## config.mk

```make
export PLATFORM = sky130hd
export DESIGN_NAME = packet_tuple_pipe
export DESIGN_NICKNAME = d
export VERILOG_FILES = /design/src/rtl/packet_tuple_pipe.sv
export SDC_FILE = /design/constraint.sdc
export NUM_CORES = 1
export LEC_CHECK = 0
export ABC_AREA = 1
export CAP_MARGIN = 30
export CORE_AREA = 2 2 272 274
export CTS_BUF_LIST = sky130_fd_sc_hd__clkbuf_4 sky130_fd_sc_hd__clkbuf_8
export DETAILED_ROUTE_END_ITERATION = 8
export DIE_AREA = 0 0 274 276
export PLACE_DENSITY = 0.4
export SLEW_MARGIN = 20
export SYNTH_ARGS = -nofsm -noshare
export SYNTH_HDL_FRONTEND = slang
export SYNTH_SLANG_ARGS = --single-unit
```

## constraint.sdc

```tcl
create_clock -name clk -period 6.75 [get_ports clk]
set_clock_uncertainty 0.1 [all_clocks]
set_input_delay 2.025 -clock clk [delete_from_list [all_inputs] [get_ports clk]]
set_output_delay 2.025 -clock clk [all_outputs]
set_load 0.05 [all_outputs]
```

## src/rtl/packet_tuple_pipe.sv

```systemverilog
// Header-beat parser: extracts the IPv4 5-tuple from one wide header beat
// through a two-stage valid/ready pipeline, with accept/drop statistics.
module packet_tuple_pipe #(
  parameter int DATA_W      = 512,
  parameter int VLAN_EN     = 1,
  parameter int DROP_NON_IP = 0,
  parameter int CNT_W       = 32
) (
  input  logic              clk,
  input  logic              rst_n,
  input  logic              rx_valid,
  input  logic [DATA_W-1:0] rx_data,
  output logic              rx_ready,
  output logic              tx_valid,
  output logic [103:0]      tx_data,
  output logic [2:0]        tx_flags,
  input  logic              tx_ready,
  output logic [CNT_W-1:0]  rx_pkt_cnt,
  output logic [CNT_W-1:0]  drop_cnt
);

  // Handshake: a beat moves on a channel only in a cycle where valid and ready
  // are both 1; a producer holds valid and data steady until that cycle.

  localparam int OFF_U = 14;
  localparam int OFF_V = 18;

  function automatic logic [15:0] be16(input logic [15:0] le);
    return {le[7:0], le[15:8]};
  endfunction

  function automatic logic [31:0] be32(input logic [31:0] le);
    return {le[7:0], le[15:8], le[23:16], le[31:24]};
  endfunction

  // t holds L3 bytes 12..23 in wire order: src_ip, dst_ip, src_port, dst_port.
  function automatic logic [111:0] pick(input logic [7:0] vi, input logic [7:0] pr,
                                        input logic [95:0] t);
    return {vi, pr, be32(t[31:0]), be32(t[63:32]), be16(t[79:64]), be16(t[95:80])};
  endfunction

  logic [15:0]  tag_w;
  logic [15:0]  etype_w;
  logic         vlan_w;
  logic [111:0] fld_w;
  logic         unused_rx;

  assign tag_w   = be16(rx_data[8*12 +: 16]);
  assign vlan_w  = (VLAN_EN != 0) && (tag_w == 16'h8100);
  assign etype_w = vlan_w ? be16(rx_data[8*(OFF_V-2) +: 16]) : tag_w;
  assign fld_w   = vlan_w
    ? pick(rx_data[8*OFF_V +: 8], rx_data[8*(OFF_V+9) +: 8], rx_data[8*(OFF_V+12) +: 96])
    : pick(rx_data[8*OFF_U +: 8], rx_data[8*(OFF_U+9) +: 8], rx_data[8*(OFF_U+12) +: 96]);
  assign unused_rx = ^rx_data;

  logic         s1_valid_q, s1_valid_d;
  logic         s1_vlan_q,  s1_vlan_d;
  logic         s1_eip_q,   s1_eip_d;
  logic [111:0] s1_fld_q,   s1_fld_d;
  logic         tx_valid_q, tx_valid_d;
  logic [103:0] tx_data_q,  tx_data_d;
  logic [2:0]   tx_flags_q, tx_flags_d;
  logic [CNT_W-1:0] rx_cnt_q, rx_cnt_d;
  logic [CNT_W-1:0] drop_cnt_q, drop_cnt_d;

  // S2 decode of the registered L3 fields.
  logic [7:0]  s2_vi, s2_pr;
  logic [31:0] s2_sip, s2_dip;
  logic [15:0] s2_sp, s2_dp;
  logic        s2_ipv4, s2_l4;

  assign {s2_vi, s2_pr, s2_sip, s2_dip, s2_sp, s2_dp} = s1_fld_q;
  assign s2_ipv4 = s1_eip_q && (s2_vi[7:4] == 4'h4);
  assign s2_l4   = s2_ipv4 && (s2_vi[3:0] == 4'h5) && (s2_pr == 8'd6 || s2_pr == 8'd17);

  logic s2_free, s1_adv, rx_fire, drop;

  assign s2_free  = !tx_valid_q || tx_ready;
  assign s1_adv   = s1_valid_q && s2_free;
  assign rx_ready = !s1_valid_q || s1_adv;
  assign rx_fire  = rx_valid && rx_ready;
  assign drop     = s1_adv && (DROP_NON_IP != 0) && !s2_ipv4;

  always_comb begin
    s1_valid_d = s1_valid_q;
    s1_vlan_d  = s1_vlan_q;
    s1_eip_d   = s1_eip_q;
    s1_fld_d   = s1_fld_q;
    tx_valid_d = tx_valid_q;
    tx_data_d  = tx_data_q;
    tx_flags_d = tx_flags_q;
    rx_cnt_d   = rx_cnt_q + CNT_W'(rx_fire);
    drop_cnt_d = drop_cnt_q + CNT_W'(drop);
    if (rx_ready) s1_valid_d = rx_valid;
    if (rx_fire) begin
      s1_vlan_d = vlan_w;
      s1_eip_d  = (etype_w == 16'h0800);
      s1_fld_d  = fld_w;
    end
    // A dropped beat leaves S2 untouched; S2 empties if its tuple was taken.
    if (s2_free) tx_valid_d = s1_valid_q && !drop;
    if (s1_adv && !drop) begin
      tx_flags_d = {s1_vlan_q, s2_ipv4, s2_l4};
      tx_data_d  = s2_ipv4 ? {s2_sip, s2_dip, s2_l4 ? s2_sp : 16'h0,
                              s2_l4 ? s2_dp : 16'h0, s2_pr} : 104'h0;
    end
  end

  always_ff @(posedge clk or negedge rst_n) begin
    if (!rst_n) begin
      s1_valid_q <= 1'b0;
      s1_vlan_q  <= 1'b0;
      s1_eip_q   <= 1'b0;
      s1_fld_q   <= '0;
      tx_valid_q <= 1'b0;
      tx_data_q  <= '0;
      tx_flags_q <= '0;
      rx_cnt_q   <= '0;
      drop_cnt_q <= '0;
    end else begin
      s1_valid_q <= s1_valid_d;
      s1_vlan_q  <= s1_vlan_d;
      s1_eip_q   <= s1_eip_d;
      s1_fld_q   <= s1_fld_d;
      tx_valid_q <= tx_valid_d;
      tx_data_q  <= tx_data_d;
      tx_flags_q <= tx_flags_d;
      rx_cnt_q   <= rx_cnt_d;
      drop_cnt_q <= drop_cnt_d;
    end
  end

  assign tx_valid   = tx_valid_q;
  assign tx_data    = tx_data_q;
  assign tx_flags   = tx_flags_q;
  assign rx_pkt_cnt = rx_cnt_q;
  assign drop_cnt   = drop_cnt_q;

endmodule

```

[After elaboration in Yosys (flattened, before gate mapping)]
Index checks and enable logic that the tools add are counted.
Cells by class
  add/sub/neg operators: 1
  equality and inequality tests: 6
  mux-type cells: 5
  reduce and logical (&&, ||, !) cells: 10
Operators by type and width (count)
  $mux 112: 1
  $mux 104: 1
  $mux 16: 3
  $add 32x1->32: 1
  $eq 16x12->1 const B: 1
  $eq 16x16->1 const B: 1
  $eq 4x3->1 const B: 2
  $eq 8x3->1 const B: 1
  $eq 8x5->1 const B: 1
  $logic_and 1x1->1: 5
  $logic_or 1x1->1: 3
  $logic_not 1->1: 2
Word-level totals
  register bits after elaboration: 255
  bits of input ports: 516
  logic and storage cells: 30

[Logic depth before layout (Yosys ltp)]
  word-level depth: 6
  mapped depth: 14
  depth with buffers taken out: 13

[Worst setup path after synthesis]
OpenSTA, ideal clock, no wires.
  kind: input port to output port
  start point: in tx_ready
  end point: out rx_ready
  data arrival time: 2.538 ns
  path slack: 2.087 ns
  cell stages on the path: 2
  path buffers: 0
  cells stage by stage: inv_1 -> nand3_1
Between the ends
  longest elaborated chain between the ends: 3
Ends and longest elaborated chain
  start, declared: RTL line 17  | input logic tx_ready,
  $logic_or 1x1->1: RTL line 78  | assign s2_free = !tx_valid_q || tx_ready;
  $logic_and 1x1->1: RTL line 79  | assign s1_adv = s1_valid_q && s2_free;
  $logic_or 1x1->1: RTL line 80  | assign rx_ready = !s1_valid_q || s1_adv;
  end, declared: RTL line 13  | output logic rx_ready,
No other way between the ends.

[Final worst setup path]
Ends and elaborated chain as after synthesis.

==> metrics.csv <==
stage,metric,value,unit
job,total of max-cap violations,0,
synthesis,commonest cells in the netlist,"651 x nand2_1, 333 x nand3_1, 255 x dfrtp_1",
cells_and_area,Seq. cell area,6380,µm²
synthesis,Syn Std Cell Area,12600,µm²
clocking,hold buffers post-CTS,0,
route,wire length per cell,18.5,µm
sta,max_slew headroom,0.387,
placement,Detailed Place HPWL,38.3,mm
route,antenna-violating nets left,0,
cells_and_area,"Core Util, Final",0.244,
synthesis,Cells after Synth,1666,
setup_path,Critical Path RT,4.62,ns
sta,Fin Setup TNS,0,ns
placement,RD Place Congestion,0.828,
die,DIE WIDTH,274,µm
setup_path,Worst setup EP type,output port,
placement,pre-CTS WS,1.07,ns
clocking,clock latency on the worst-skew pair,0.67,ns
placement,placed insts,2876,
setup_path,Worst Path Arrival,3.56,ns
sta,Max Clock Freq,0.176,GHz
cells_and_area,Post-Layout Cell Count,2971,
sta,Final Hold Viols,0,
cells_and_area,Nets,2489,
pwr,overall power,4.08,mW
setup_path,crit path kind,in -> out,
cells_and_area,Multi-input gate area,4930,µm²
route,drt pass-1 iters,7,
synthesis,post-synth top area share,0.507,
clocking,H-tree depth,2,
synthesis,Yosys warnings,0,
route,drt first-iter violations,780,
synthesis,"FFs w/ async S/R, synth",1.00,
sta,final max-slew violation count,0,
synthesis,ranking of synthesized cells by area,"dfrtp_1 51%, nand2_1 19%, nand3_1 13%, inv_1 5.3%, buf_4 2.8%",
synthesis,Synth Flop Type,dfrtp_1,
setup_path,cell mode on critical path,clkdlybuf4s50_1,
synthesis,leading area contributor after synthesis,dfrtp_1,
clocking,CTS tree,built,
sta,final worst path period share,0.842,
setup_path,crit path cell chain,"clkdlybuf4s50_1, inv_1, nand3_1, clkdlybuf4s50_1",
sta,Worst Max-Slew Pin Slew,0.919,ns
global_routing,vias in the first global route,12300,
pwr,leakage,8.90,nW
placement,dpl cell area,16600,µm²
route,vias per cell,4.02,
synthesis,"FF+latch count, synth",255,
clocking,CTS Buf Count,52,
global_routing,largest net degree at the start of global routing,115,
die,Die Ht,276,µm
clocking,clk sinks,255,
route,routed wire length,54.9,mm
cells_and_area,area added between synthesis and finish,40.9,%
setup_path,CP max-delay cell,clkdlybuf4s50_1,
setup_path,crit path launch type,input port,
cells_and_area,Layout Cell Area excl Fill,17700,µm²
clocking,"Gates resized, CTS repair",0,
die,Ports,689,
clocking,CTS root buffer,clkbuf_8,
pwr,Peak VDD IR,164,µV
clocking,postcts setup bufs,0,
cells_and_area,share of layout cells above drive strength 1,0.0612,
synthesis,register area share after synthesis,0.507,
setup_path,CP Max Fanout,3,
placement,Port Buffers,328,
global_routing,Tot GR Track Use,0.143,
sta,Period minus WS final,5.68,ns
clocking,clock transition at the registers of the reported paths,0.05,ns
outcome,status,"finished, final reports clean",
setup_path,Crit path max-delay family,buffers and inverters,
setup_path,CP max stage delay,0.83,ns
route,detailed-route via count,11900,
cells_and_area,fillers,8122,
clocking,clock tree buffer depth,3,
global_routing,first-pass GRT wire length,81.8,mm
synthesis,dominant cell by count in the synthesized netlist,nand2_1,
global_routing,GR Overflow Total,0,
die,Placeable Area,72600,µm²
setup_path,WP buf/inv,3,
sta,worst hold margin,0.369,ns
synthesis,Post-synth EDFFs,0,
die,Row Count,99,
die,starting density of the core,0.173,
die,die area,75600,µm²
min_path,min-delay worst type,reg -> reg,
synthesis,Netlist cell types,24,
global_routing,initial antenna violation count,11,
pwr,P per Cell Area,230,nW/µm²
sta,RSZ-0062 raised after global routing,no,
sta,final setup violation count,0,
synthesis,Mapped Avg Cell Area,7.56,µm²
sta,worst setup margin,1.07,ns
route,# DRC,0,
==> cell type report <==
| type | instances | share of cell area |
|---|---|---|
| Sequential cell | 255 | 0.360 |
| Multi-Input combinational cell | 1138 | 0.278 |
| Timing Repair Buffer | 343 | 0.194 |
| Tap cell | 959 | 0.0676 |
| Clock buffer | 83 | 0.0577 |
| Inverter | 181 | 0.0386 |
| Clock inverter | 9 | 0.00402 |
| Antenna cell | 3 | 0.000423 |
==> logic make-up (layout without fill, tap and decap cells) <==
| family | Yosys count | in the layout | synth area share |
|---|---|---|---|
| flip-flops | 255 | 255 | 0.507 |
| buffers and inverters | 304 | 616 | 0.113 |
| XOR/XNOR | 17 | 17 | 0.0118 |
| AO/OA/AOI/OAI | 10 | 10 | 0.00427 |
| other | 1 | 35 | 0.000298 |
| AND/OR/NAND/NOR | 1077 | 1077 | 0.362 |
| adder cells (fa/ha/maj) | 2 | 2 | 0.00199 |
==> path summary, 6_finish.rpt <==
| path | start | end | slack, ns | cells after the start |
|---|---|---|---|---|
| min in group asynchronous | rst_n | tx_data[99] | 1.24 | 1 |
| max reg2reg | tx_valid | rx_pkt_cnt[18] | 3.48 | 11 |
| min reg2reg | s1_fld_q[108] | s1_fld_q[108] | 0.37 | 2 |
| min | s1_fld_q[108] | s1_fld_q[108] | 0.37 | 2 |
| max | tx_ready | rx_ready | 1.07 | 4 |
| max in group asynchronous | rst_n | s1_fld_q[109] | 4.18 | 2 |
==> power by group <==
group / switching [mW] / internal [mW]
registers: 0.0813 / 1.65
logic: 0.414 / 0.217
clock network: 0.759 / 0.962
total: 1.25 / 2.83
==> worst min-delay path: cells and delay by family (launching register included) <==
family	cells	cell delay (ns)
flip-flops	1	0.33
AND/OR/NAND/NOR	2	0.11
==> metal layers <==
metal	part of all wire	GRT usage	wire length, µm
met1	0.46	0.193	25100
met2	0.42	0.212	23300
met3	0.091	0.0530	5010
met4	0.024	0.0390	1340
met5	0.0016	0	88
==> placed cells by master, fill, tap and decap left out, drive strengths merged, types with 10 or more instances in the layout <==
cell	Yosys	final
nor2	72	72
clkbuf	26	83
nand3b	10	10
inv	181	183
dfrtp	255	255
clkdlybuf4s50	0	327
conb	1	32
nand3	333	333
nand2	654	654
xor2	11	11
buf	97	16
==> sequential cells by signal (all words and copies together), names as in the netlist <==
register    count
tx_valid        1
tx_flags        3
s1_valid_q      1
rx_pkt_cnt     32
s1_vlan_q       1
s1_eip_q        1
s1_fld_q      112
tx_data       104
Note: power is estimated with default switching activity, not from simulation.
